**config.mk**
```make
export PLATFORM = sky130hd
export DESIGN_NAME = pipeline_hazard_ctrl
export DESIGN_NICKNAME = d
export VERILOG_FILES = /design/src/rtl/pipeline_hazard_ctrl.sv
export SDC_FILE = /design/constraint.sdc
export NUM_CORES = 1
export LEC_CHECK = 0
export ABC_AREA = 1
export BUFFER_PORTS_ARGS = -buffer_cell sky130_fd_sc_hd__buf_4
export CAP_MARGIN = 25
export CORE_UTILIZATION = 45
export CTS_CLUSTER_SIZE = 8
export DETAILED_ROUTE_END_ITERATION = 8
export GPL_TIMING_DRIVEN = 0
export PLACE_DENSITY = 0.69
export RECOVER_POWER = 25
export SETUP_SLACK_MARGIN = 0.05
export SLEW_MARGIN = 20
export SYNTH_ARGS = -nofsm -noshare
export SYNTH_HDL_FRONTEND = slang
export SYNTH_SLANG_ARGS = --single-unit
```
**constraint.sdc**
```tcl
create_clock -name clk -period 1.8 [get_ports clk]
set_input_delay 0.18 -clock clk [delete_from_list [all_inputs] [get_ports clk]]
set_output_delay 0.18 -clock clk [all_outputs]
set_load 0.02 [all_outputs]
```
**src/rtl/pipeline_hazard_ctrl.sv**
```systemverilog
`default_nettype none
// ============================================================================
// Module      : pipeline_hazard_ctrl
// Description : Stall/flush/bubble sequencing for the 5-stage MIPS pipeline,
//               with load-use detection and a mul/div busy scoreboard.
// Revision    : 1.0 - initial release
// ============================================================================
module pipeline_hazard_ctrl #(
    parameter int MD_CYCLES = 8,
    parameter int CNT_W     = 16
) (
    input  logic             clk,
    input  logic             reset,
    input  logic [4:0]       id_rs,
    input  logic [4:0]       id_rt,
    input  logic             id_uses_rs,
    input  logic             id_uses_rt,
    input  logic             id_uses_hilo,
    input  logic [4:0]       ex_rt,
    input  logic             ex_mem_rd,
    input  logic             ex_md_start,
    input  logic             branch_taken,
    output logic             pc_stall,
    output logic             IF_ID_stall,
    output logic             IF_ID_flush,
    output logic             ID_EX_enable,
    output logic             md_busy,
    output logic [CNT_W-1:0] stall_cycles
);

    typedef enum logic [1:0] {
        S_RUN        = 2'd0,
        S_LOAD_STALL = 2'd1,
        S_MD_BUSY    = 2'd2
    } state_t;

    localparam logic [4:0] c_md_reload = 5'(MD_CYCLES - 1);

    state_t           r_state;
    state_t           w_state_next;
    logic [4:0]       r_md_cnt;
    logic [4:0]       w_md_cnt_next;
    logic [CNT_W-1:0] r_stall_cycles;
    logic             w_md_busy;
    logic             w_load_use;
    logic             w_hilo_wait;

    always_comb begin
        w_md_busy     = 1'b0;
        w_load_use    = 1'b0;
        w_hilo_wait   = 1'b0;
        w_md_cnt_next = 5'd0;
        w_state_next  = S_RUN;
        pc_stall      = 1'b0;
        IF_ID_stall   = 1'b0;
        IF_ID_flush   = 1'b0;
        ID_EX_enable  = 1'b0;

        w_md_busy   = !reset && (r_md_cnt != 5'd0);
        w_hilo_wait = w_md_busy && id_uses_hilo;
        // The bubble inserted on the previous cycle already sits in EX.
        w_load_use  = ex_mem_rd && (ex_rt != 5'd0) && (r_state != S_LOAD_STALL) &&
                      ((id_uses_rs && (id_rs == ex_rt)) ||
                       (id_uses_rt && (id_rt == ex_rt)));

        if (ex_md_start && !branch_taken) begin
            w_md_cnt_next = c_md_reload;
        end else if (r_md_cnt != 5'd0) begin
            w_md_cnt_next = r_md_cnt - 5'd1;
        end

        if (reset) begin
            pc_stall     = 1'b1;
            IF_ID_flush  = 1'b1;
            ID_EX_enable = 1'b1;
        end else if (branch_taken) begin
            IF_ID_flush  = 1'b1;
            ID_EX_enable = 1'b1;
        end else if (w_hilo_wait || w_load_use) begin
            pc_stall     = 1'b1;
            IF_ID_stall  = 1'b1;
            ID_EX_enable = 1'b1;
        end

        if (!branch_taken && !ex_md_start && !w_hilo_wait &&
            w_load_use && (r_state == S_RUN)) begin
            w_state_next = S_LOAD_STALL;
        end else if (w_md_cnt_next != 5'd0) begin
            w_state_next = S_MD_BUSY;
        end else begin
            w_state_next = S_RUN;
        end
    end

    always_ff @(posedge clk) begin
        if (reset) begin
            r_state        <= S_RUN;
            r_md_cnt       <= 5'd0;
            r_stall_cycles <= '0;
        end else begin
            r_state  <= w_state_next;
            r_md_cnt <= w_md_cnt_next;
            if (pc_stall && !(&r_stall_cycles)) begin
                r_stall_cycles <= r_stall_cycles + CNT_W'(1);
            end
        end
    end

    assign md_busy      = w_md_busy;
    assign stall_cycles = r_stall_cycles;

endmodule
`default_nettype wire

```
* After elaboration in Yosys (flattened, before gate mapping)
Index checks and enable logic that the tools add are counted.
Word-level totals: bits of input ports 23, register bits 23, output and inout bits 21
Cells by class: muxes and demuxes 12, equality and inequality tests 3, $add $sub $neg 2, reduce and logical (&&, ||, !) cells 26
Operator list (number):
- 16-bit by 1-bit adder with 16-bit output (second input constant) | 1
- 16-bit AND reduction | 1
- 5-bit nonzero test | 3
- 1-bit logical AND | 13
- 5-bit equality test | 2
- 5-bit 2-to-1 mux | 2
- 1-bit 2-to-1 mux | 9
- 1-bit logical NOT | 5
- 5-bit by 1-bit subtractor with 5-bit output (second input constant) | 1
- 2-bit logical NOT | 1
- 1-bit logical OR | 2
- 2-bit 2-to-1 mux | 1
- 2-bit by 1-bit inequality test with 1-bit output (second input constant) | 1
- 2-bit OR reduction | 1

* Logic depth before layout (Yosys ltp)
Gate-level depths: netlist (run 1).
depth in word-level cells 9, gate-level depth with buffers 15, gate-level depth less buffers 15

* Least setup slack after synthesis (run 1)
Ideal clock, no wire load.
path type reg-to-reg, start register r_stall_cycles[0] (netlist: stall_cycles[0]), end register r_stall_cycles[4] (netlist: stall_cycles[4]), period minus slack after synthesis 1.732 ns, stages on the path, launching flop included 13, required time 1.672 ns, path slack 0.068 ns, path buffers 0, data arrival time 1.604 ns, cell sequence dfxtp_1 -> ha_1 -> nand3_2 -> nor2_4 -> nand2_2 -> nor3_2 -> nand3_2 -> clkinv_2 -> nor2_1 -> nand2_1 -> nand2_1 -> nand2_1 -> nor2_1
Between the ends: longest elaborated chain between the ends 3, elaborated cells on any way between the ends 4, classes of those cells add/sub: 1; reduce/logical: 3
Ends and longest elaborated chain:
- start, declared | RTL line 43 | logic [CNT_W-1:0] r_stall_cycles;
- start signal, assigned | RTL line 104 | r_stall_cycles <= r_stall_cycles + CNT_W'(1);
- branches (longest 3 deep; another with 16-bit by 1-bit adder with 16-bit output)
Several ways; the timed one is not identified. A chain may end at the register's enable or synchronous reset.

* Worst setup path in the final report (run 1)
start register r_md_cnt[0], end output port pc_stall
Between the ends: longest elaborated chain between the ends 7
Ends and longest elaborated chain:
- start, declared | RTL line 41 | logic [4:0] r_md_cnt;
- start signal, assigned | RTL line 102 | r_md_cnt <= w_md_cnt_next;
- 5-bit nonzero test | RTL line 59 | w_md_busy = !reset && (r_md_cnt != 5'd0);
- 1-bit logical AND | RTL line 59
- 1-bit logical AND | RTL line 60 | w_hilo_wait = w_md_busy && id_uses_hilo;
- 1-bit logical OR | RTL line 79 | end else if (w_hilo_wait || w_load_use) begin
- 1-bit 2-to-1 mux | RTL line 79
- 1-bit 2-to-1 mux | RTL line 76 | end else if (branch_taken) begin
- 1-bit 2-to-1 mux | RTL line 72 | if (reset) begin
- end, declared | RTL line 23 | output logic pc_stall,
Every way passes these cells.

==> summary.md, run 1 <==
| Metric | Value |
|---|---|
| Sequential fraction of the synthesis area | 0.289 |
| FF+latch count, synth | 23 |
| Min-delay src | ex_md_start |
| H-Tree Depth | 1 |
| # setup viols final | 0 |
| Root Buffer | clkbuf_4 |
| CP dominant cell by count | nand2_4 |
| Slew of the pin with the lowest slew margin | 0.616 ns |
| WHS Endpoint | r_state[0] |
| Endpoint class of the critical path | output pin |
| WP buf/inv | 4 |
| Layout cells sized above 1 | 0.353 |
| Vias | 1880 |
| CP startpoint kind | flop |
| Final Critical Period | 1.80 ns |
| IO Count | 44 |
| Critical path class | flop to output pin |
| Synthesized Nets | 296 |
| Worst setup path startpoint | r_md_cnt[0] |
| Max_cap viols | 0 |
| Status | completed |
| Clock skew | 0.00775 ns |
| Synth warnings | 0 |
| Unrepaired setup endpoints after global routing | yes |
| Setup TNS | 0 ns |
| Hold_ws | 0.172 ns |
| Post-DP HPWL | 2810 um |
| Hold path cells | 4 |
| Fin crit share | 0.999 |
| Core box area | 3360 um^2 |
| CTS max path bufs | 2 |
| Top delay family on crit path | simple AND/OR/NAND/NOR gates |
| Gpl congestion | 0.864 |
| Drt drc | 0 |
| Number of global-route vias before repair | 1541 |
| Fin. max-slew vios | 0 |
| Vias per cell | 4.83 |
| # fillers | 292 |
| Flop-to-flop setup slack | 0.08 ns |
| Hold WC Path Type | input port to flop |
| Layout area overhead | 51.1% |
| Final hold vios | 0 |
| Worst skew pair latency | 0.32 ns |
| Worst-path clk slew | 0.13 ns |
| Peak supply drop | 0.000630 V |
| Global-route usage over all layers | 0.229 |
| DP Worst Slack | -0.0319 ns |
| Slowest stage cell on the critical path | dfxtp_2 |
| Die height | 61.5 um |
| Nets@finish | 369 |
| Drt pass-1 iters | 4 |
| TritonCTS buffer count | 3 |
| Mapped Area | 1590 um^2 |
| Slowest stage delay, CP | 0.34 ns |
| RR Startpoint | stall_cycles[1] |
| Initial antenna violation count | 0 |
| Routed WL per cell | 11.4 um |
| Initial Utilization | 0.474 |
| Slew margin rel. | 0.590 |
| Clock Sink Count | 23 |
| Reg2reg end | stall_cycles[10] |
| Largest net degree at the start of global routing | 13 |
| Synth unique cells | 29 |
| Total global routing overflow | 0 |
| Avg Inst Size Synth | 5.88 um^2 |
| Power Density | 602 nW/um^2 |
| FF-to-FF path depth | 12 |
| Site Rows | 21 |
| Crit-path max FO | 4 |
| Fin area | 2410 um^2 |
| Antenna Cells | 0 |
| Leakage | 0.00122 uW |
| Placed cell areas | 1970 um^2 |
| CTS tree | built |
| CP required | 1.62 ns |
| Fmax | 0.556 GHz |
| First-pass GRT wire length | 6530 um |
| Antenna viol nets, final | 0 |
| Design Power | 1450 uW |
| Drt first-iter violations | 135 |
| DRT Wirelength | 4430 um |
| Die W | 61.5 um |
| Worst EP arrival | 1.62 ns |
| Fin worst setup slack | 0.00127 ns |
| CP Cell Sequence | inv_2 -> ha_4 -> nand2_4 -> nor2_4 -> inv_2 -> nand2_2 -> inv_2 -> nand2_4 -> nand2_4 -> nand2_8 -> nand2_4 -> buf_6 |
| I/O Buffers | 43 |
| Die area | 3780 um^2 |
| Mapped Cells | 271 |
layout by cell type (no fill, tap or decap), types with 2 or more instances in the layout:
cell type	count
nand2_1	78
buf_4	61
inv_1	44
nor2_1	35
nand3_1	22
dfxtp_1	15
buf_6	8
nor2_4	7
nand4_1	6
dfxtp_2	6
nor2_2	5
nand2_4	5
inv_2	4
a21oi_1	4
clkbuf_1	3
a21oi_2	3
xor2_1	3
nor3_1	3
clkbuf_4	3
nor3_4	2
nand3_4	2
nand3_2	2
o21bai_1	2
nor3_2	2
nor4_1	2
ha_4	2
dfxtp_4	2
layer usage:
metal,GRT usage,part of all wire
met2,0.389,0.47
met3,0.0273,0.049
met1,0.301,0.47
met4,0.0762,0.017
met5,0,0
through the flow:
stage	std cells	util
detailed placement	360	0.587
CTS	379	0.648
floorplan	271	-
finish	389	0.716
global route	389	0.716
global placement	360	0.587
cell usage after synthesis (all sizes together):
cell,n,area (um^2)
o21ai,3,15.0
buf,1,11.3
nand3,26,140
o21bai,2,15.0
dfxtp,23,460
clkinv,2,8.75
inv,49,186
or2,1,6.26
nand3b,1,7.51
a21oi,8,40.0
nor3b,1,7.51
nor2,47,186
nor4,2,12.5
nand4,6,37.5
xor2,3,26.3
clkbuf,2,7.51
ha,2,25.0
nand2,85,349
nor3,7,50.1
area by class of cell:
type | count | area [um^2] | share of cell area
multi-input cells | 194 | 1090 | 0.454
repair buffers | 68 | 537 | 0.223
flip-flops and latches | 23 | 475 | 0.198
inverters | 51 | 199 | 0.0826
well taps | 46 | 57.6 | 0.0239
clock buffers | 4 | 26.3 | 0.0109
plain buffers | 3 | 18.8 | 0.00780
cells by family after synthesis:
group / Yosys count / synth area share
AO/OA/AOI/OAI: 13 / 0.0440
XOR/XNOR: 3 / 0.0165
adder cells (fa/ha/maj): 2 / 0.0157
buffers and inverters: 54 / 0.134
flip-flops: 23 / 0.289
AND/OR/NAND/NOR: 176 / 0.500
power by group:
| group | internal, uW | total [uW] | switching, uW |
|---|---|---|---|
| registers | 545 | 574 | 29.5 |
| clock network | 86.7 | 253 | 166 |
| logic | 306 | 622 | 315 |
how the worst max path moves through the flow:
stage / end / slack [ns] / cells past startpoint
2_1_floorplan: stall_cycles[4] / 0.07 / 12
3_3_place_gp: stall_cycles[11] / -0.02 / 12
3_5_place_dp: stall_cycles[13] / -0.03 / 12
4_1_cts: ID_EX_enable / -0.001 / 11
5_1_grt: ID_EX_enable / -0.10 / 11
6_report: pc_stall / 0.001 / 12
state kept, by name, summed over array words and instances, names as in the netlist:
| register | count |
|---|---|
| r_md_cnt | 5 |
| r_state | 2 |
| stall_cycles | 16 |
worst min-delay path: cells and delay by family:
family	cells	cell delay, ns
and+or+nand+nor	3	0.18
buffers and inverters	1	0.09
timing repair:
item	in CTS	in global routing
buffers inserted	15	11
hold buffers	0	0
cloned	0	0
gates resized for setup	22	38
setup endpoints to repair	14	21
pin swaps	9	14
(Power assumes the default switching activity.)
==> run 2: changes to the inputs <==
--- a/config.mk
+++ b/config.mk
@@ -9,6 +9,7 @@
 export BUFFER_PORTS_ARGS = -buffer_cell sky130_fd_sc_hd__buf_4
 export CAP_MARGIN = 25
 export CORE_UTILIZATION = 45
+export CTS_BUF_LIST = sky130_fd_sc_hd__clkbuf_8
 export CTS_CLUSTER_SIZE = 8
 export DETAILED_ROUTE_END_ITERATION = 8
 export GPL_TIMING_DRIVEN = 0
==> summary.md, run 2 (synthesis results as in run 1) <==
| Metric | Value |
|---|---|
| Nets@finish | 368 (-0.27%) |
| Number of global-route vias before repair | 1531 (-0.65%) |
| Initial Utilization | 0.474 (unchanged) |
| DRT Wirelength | 4330 um (-2.3%) |
| Min-delay src | ex_md_start |
| IO Count | 44 (unchanged) |
| Leakage | 0.00118 uW (-2.9%) |
| Drt drc | 0 (unchanged) |
| CTS tree | built |
| Global-route usage over all layers | 0.226 (-0.00348) |
| Total global routing overflow | 0 (unchanged) |
| Crit-path max FO | 7 (+3) |
| H-Tree Depth | 1 (unchanged) |
| Worst skew pair latency | 0.27 ns (-0.05 ns) |
| Status | completed |
| Clock skew | 0.00710 ns (-0.000649 ns) |
| Metal3 WL | 175 um (-20%) |
| Site Rows | 21 (unchanged) |
| Die height | 61.5 um (unchanged) |
| Hold-fix buffers, CTS | 0 (unchanged) |
| WHS Endpoint | r_state[0] |
| Worst EP arrival | 1.87 ns (+0.25 ns) |
| Die W | 61.5 um (unchanged) |
| Metal2 WL | 2040 um (-1.4%) |
| CP required | 1.96 ns (+0.34 ns) |
| Number of flip-flops under the largest register name | 16 (unchanged) |
| Routed WL per cell | 11.2 um (-2.0%) |
| First-pass GRT wire length | 6400 um (-1.9%) |
| Commonest non-fill, non-tap cell in the layout | nand2_1 |
| Root Buffer | clkbuf_8 |
| Hold_ws | 0.234 ns (+0.0620 ns) |
| Reg2reg end | stall_cycles[9] |
| Final Critical Period | 1.71 ns (-0.0863 ns) |
| Peak supply drop | 0.000536 V (-15%) |
| Endpoint class of the critical path | flop |
| Fin worst setup slack | 0.0875 ns (+0.0863 ns) |
| Antenna Cells | 0 (unchanged) |
| Final hold vios | 0 (unchanged) |
| Layout area overhead | 45.1% |
| Slew of the pin with the lowest slew margin | 0.496 ns (-0.120 ns) |
| Vias per cell | 4.77 (-1.2%) |
| Gpl congestion | 0.864 (unchanged) |
| TritonCTS buffer count | 3 (unchanged) |
| Setup TNS | 0 ns (unchanged) |
| Antenna viol nets, final | 0 (unchanged) |
| Hold WC Path Type | input port to flop |
| Drt first-iter violations | 135 (unchanged) |
| Most frequent cells in the layout | nand2_1, buf_4, inv_1 |
| Largest net degree at the start of global routing | 13 (unchanged) |
| Fmax | 0.584 GHz (+5.0%) |
| Worst-path clk slew | 0.09 ns (-0.04 ns) |
| Max_cap viols | 0 (unchanged) |
| RR Startpoint | stall_cycles[1] |
| Initial antenna violation count | 0 (unchanged) |
| Clock Sink Count | 23 (unchanged) |
| Critical path class | flop to flop |
| Drt pass-1 iters | 4 (unchanged) |
| CTS max path bufs | 2 (unchanged) |
| Unrepaired setup endpoints after global routing | yes |
| Layout cells sized above 1 | 0.298 (-0.0545) |
| Flop-to-flop setup slack | 0.09 ns (about the same) |
| DP Worst Slack | -0.0319 ns (unchanged) |
| Slew margin rel. | 0.669 (+0.0799) |
| Fin crit share | 0.951 (-0.0479) |
| Fin. max-slew vios | 0 (unchanged) |
| Die area | 3780 um^2 (unchanged) |
| Vias | 1852 (-1.5%) |
| FF-to-FF path depth | 12 (unchanged) |
| CP startpoint kind | flop |
| Hold path cells | 4 (unchanged) |
| Power Density | 637 nW/um^2 (+5.8%) |
| Max Used Layer | met4 |
| Post-DP HPWL | 2810 um (unchanged) |
| Core box area | 3360 um^2 (unchanged) |
| I/O Buffers | 43 (unchanged) |
| # setup viols final | 0 (unchanged) |
| Metal1 wirelength | 2050 um (-1.2%) |
==> run 2: how the worst max path moves through the flow <==
stage,slack [ns],from,to
floorplan,0.07,stall_cycles[0],stall_cycles[4]
detailed placement,-0.03,stall_cycles[0],stall_cycles[13]
global route,-0.01,stall_cycles[1],stall_cycles[2]
CTS,0.07,r_md_cnt[1],ID_EX_enable
global placement,-0.02,stall_cycles[0],stall_cycles[11]
finish,0.09,stall_cycles[1],stall_cycles[9]
==> run 2: what timing repair did <==
action / CTS / global route
resized for setup: 16 / 29
setup buffers: 14 / 10
pin swaps: 6 / 8
setup endpoints to repair: 13 / 20
==> run 2: final cells by class <==
type | count | area (um^2)
plain buffers | 3 | 20.0
clock buffers | 3 | 41.3
clock inverters | 1 | 3.75
fillers | 319 | 1050
inverters | 51 | 199
multi-input cells | 194 | 1030
flip-flops and latches | 23 | 473
well taps | 46 | 57.6
repair buffers | 67 | 488
==> run 2: worst max-delay path, cell delays in order, from the launching register on <==
cell and delay (ns):
dfxtp_4 0.37, ha_4 0.15, nand3_4 0.09, nor2_4 0.18, nand2_4 0.09, nor3_4 0.19
nand3_2 0.15, clkinv_4 0.13, nor2_1 0.07, nand2_1 0.06, nand2_1 0.05, nand2_1 0.05
nor2_1 0.03
==> run 2: per-layer routing <==
layer | up-vias | GRT usage
met5 | - | 0
met4 | 0 | 0.0762
met3 | 6 | 0.0399
met2 | 43 | 0.381
met1 | 823 | 0.289
li1 | 980 | -
==> run 2: through the flow <==
step                cell area, um^2  power (uW)  instances   util
floorplan                      1590         826        271      -
global placement               1970         947        360  0.587
detailed placement             1970         949        360  0.587
CTS                            2170        1410        378  0.646
global route                   2310        1560        388  0.687
finish                         2310        1470        388  0.687
==> run 2: power breakdown <==
part	internal, uW	switching [uW]
Clock	153	169
Combinational	282	294
Sequential	545	28.9
Total	979	492
==> run 3: changes to the inputs <==
--- a/config.mk
+++ b/config.mk
@@ -15,6 +15,7 @@
 export GPL_TIMING_DRIVEN = 0
 export PLACE_DENSITY = 0.69
 export RECOVER_POWER = 25
+export REMOVE_ABC_BUFFERS = 1
 export SETUP_SLACK_MARGIN = 0.05
 export SLEW_MARGIN = 20
 export SYNTH_ARGS = -nofsm -noshare
==> summary.md, run 3 (synthesis results as in run 1) <==
| Metric | Value |
|---|---|
| CP required | 1.62 ns (-0.34 ns) |
| Layout cells sized above 1 | 0.288 (-0.0104) |
| Flop-to-flop setup slack | 0.08 ns (about the same) |
| Top delay family on crit path | simple AND/OR/NAND/NOR gates |
| TritonCTS buffer count | 3 (unchanged) |
| Non-filler cells, final | 376 (-3.1%) |
| Slew of the pin with the lowest slew margin | 0.326 ns (-0.170 ns) |
| Antenna Cells | 0 (unchanged) |
| IO Count | 44 (unchanged) |
| Slowest stage cell on the critical path | dfxtp_2 |
| CP startpoint kind | flop |
| Pint | 926 uW (-5.4%) |
| Gpl congestion | 0.770 (-11%) |
| WP buf/inv | 4 (+3) |
| Met1 Use GR | 0.266 (-0.0232) |
| Setup crit end | pc_stall |
| Total global routing overflow | 0 (unchanged) |
| CP dominant cell by count | nand2_4 |
| Hold-fix buffers, CTS | 0 (unchanged) |
| Final Critical Period | 1.75 ns (+0.0372 ns) |
| Leakage | 0.00113 uW (-4.8%) |
| Fin area | 2230 um^2 (-3.5%) |
| Root Buffer | clkbuf_8 |
| Critical path class | flop to output pin |
| H-Tree Depth | 1 (unchanged) |
| Clock network power share | 0.223 (+0.005) |
| Critical Path Stages | 12 (unchanged) |
| Commonest non-fill, non-tap cell in the layout | nand2_1 |
| GR met3 Demand/Resource | 0.0294 (-0.0105) |
| Sw Pwr | 447 uW (-9.2%) |
| Slew margin rel. | 0.781 (+0.112) |
| Layout area overhead | 40.0% |
| Die W | 61.5 um (unchanged) |
| Most frequent cells in the layout | nand2_1, buf_4, inv_1 |
| First-pass GRT wire length | 5670 um (-11%) |
| Initial Utilization | 0.474 (unchanged) |
| Largest net degree at the start of global routing | 21 (+8) |
| Hold WC Path Type | input port to flop |
| Unrepaired setup endpoints after global routing | yes |
| Drt first-iter violations | 58 (-57%) |
| Number of flip-flops under the largest register name | 16 (unchanged) |
| DRT Wirelength | 3930 um (-9.4%) |
| DP Cell Count | 357 (-0.83%) |
| Endpoint class of the critical path | output pin |
| Hold_ws | 0.239 ns (+0.00553 ns) |
| Drt drc | 0 (unchanged) |
| Power Density | 616 nW/um^2 (-3.3%) |
| Setup TNS | 0 ns (unchanged) |
| Fin crit share | 0.972 (+0.0207) |
| Antenna viol nets, final | 0 (unchanged) |
| Drt pass-1 iters | 4 (unchanged) |
| CTS tree | built |
| GR peak layer | met2 |
| Worst skew pair latency | 0.26 ns (about the same) |
| Nets@finish | 356 (-3.3%) |
| RR Startpoint | stall_cycles[0] |
| Die area | 3780 um^2 (unchanged) |
| Reg2reg end | stall_cycles[4] |
| Max_cap viols | 0 (unchanged) |
| Fin. max-slew vios | 0 (unchanged) |
| Fmax | 0.572 GHz (-2.1%) |
| Peak supply drop | 0.000446 V (-17%) |
| Post-DP HPWL | 2700 um (-4.0%) |
| Comb pwr share | 0.359 (-0.033) |
| Die height | 61.5 um (unchanged) |
| Clock skew | 0.00701 ns (-0.0000943 ns) |
| Slowest stage delay, CP | 0.32 ns (-0.05 ns) |
| Initial antenna violation count | 0 (unchanged) |
| Site Rows | 21 (unchanged) |
| Met2 GRT Util | 0.326 (-0.0553) |
| # setup viols final | 0 (unchanged) |
| Vias | 1786 (-3.6%) |
| I/O Buffers | 43 (unchanged) |
| CTS max path bufs | 2 (unchanged) |
| Worst setup path startpoint | r_md_cnt[0] |
| Global-route usage over all layers | 0.198 (-0.0275) |
| Routed WL per cell | 10.4 um (-6.5%) |
| Vias per cell | 4.75 (-0.49%) |
| Placed cell areas | 1950 um^2 (-0.95%) |
| FF-to-FF path depth | 12 (unchanged) |
| Sw Ratio | 0.325 (-0.00896) |
| Worst-path clk slew | 0.07 ns (-0.02 ns) |
| # fillers | 337 (+5.6%) |
| Crit-path max FO | 4 (-3) |
| CP Cell Sequence | inv_2 -> ha_4 -> nand2_4 -> nor2_4 -> inv_2 -> nand2_2 -> inv_2 -> nand2_4 -> nand2_4 -> nand2_4 -> nand2_4 -> buf_6 |
| Worst EP arrival | 1.57 ns (-0.30 ns) |
| Clock Sink Count | 23 (unchanged) |
| Number of global-route vias before repair | 1357 (-11%) |
| Sequential power share | 0.418 (+0.028) |
| Core box area | 3360 um^2 (unchanged) |
| Final hold vios | 0 (unchanged) |
| Status | completed |
| Design Power | 1370 uW (-6.7%) |
run 3: worst min-delay path by stage:
stage / startpoint / to / slack (ns) / depth (start not counted)
2_1_floorplan: reset / r_md_cnt[1] / 0.25 / 1
3_3_place_gp: r_md_cnt[4] / r_md_cnt[4] / 0.48 / 2
3_5_place_dp: r_md_cnt[4] / r_md_cnt[4] / 0.48 / 2
4_1_cts: branch_taken / r_state[0] / 0.22 / 4
5_1_grt: branch_taken / r_state[0] / 0.26 / 4
6_report: branch_taken / r_state[0] / 0.24 / 4
run 3: per-stage QoR:
step / util / setup slack, ns
after floorplan: - / 0.0862
after global placement: 0.581 / 0.0171
after detailed placement: 0.581 / -0.00699
after CTS: 0.610 / 0.0350
after global routing: 0.663 / -0.0196
final: 0.663 / 0.0503
run 3: power groups by stage:
stage	Sequential (uW)	Clock [uW]	Combinational, uW
2_1_floorplan	584	0	233
3_3_place_gp	577	0	360
3_5_place_dp	577	0	361
4_1_cts	568	321	406
5_1_grt	578	334	541
6_report	574	307	493
run 3: routing by layer:
metal	wire, um	part of all wire
met5	0	0
met4	50	0.013
met3	183	0.047
met2	1810	0.46
met1	1880	0.48
run 3: worst min-delay path, delay by kind of cell:
| family | cells | cell delay [ns] |
|---|---|---|
| and+or+nand+nor | 3 | 0.19 |
| buffers and inverters | 1 | 0.08 |
run 3: cell type report:
class	count	area, um^2	share of cell area
Clock inverter	1	3.75	0.00168
Clock buffer	3	41.3	0.0185
Tap cell	46	57.6	0.0258
Inverter	51	204	0.0915
Timing Repair Buffer	58	424	0.190
Sequential cell	23	473	0.212
Multi-Input combinational cell	194	1030	0.460
run 3: what timing repair did:
action / 4_1_cts / 5_1_grt
setup endpoints to repair: 11 / 19
pin swaps: 2 / 11
resized for setup: 9 / 33
buffers inserted: 3 / 12
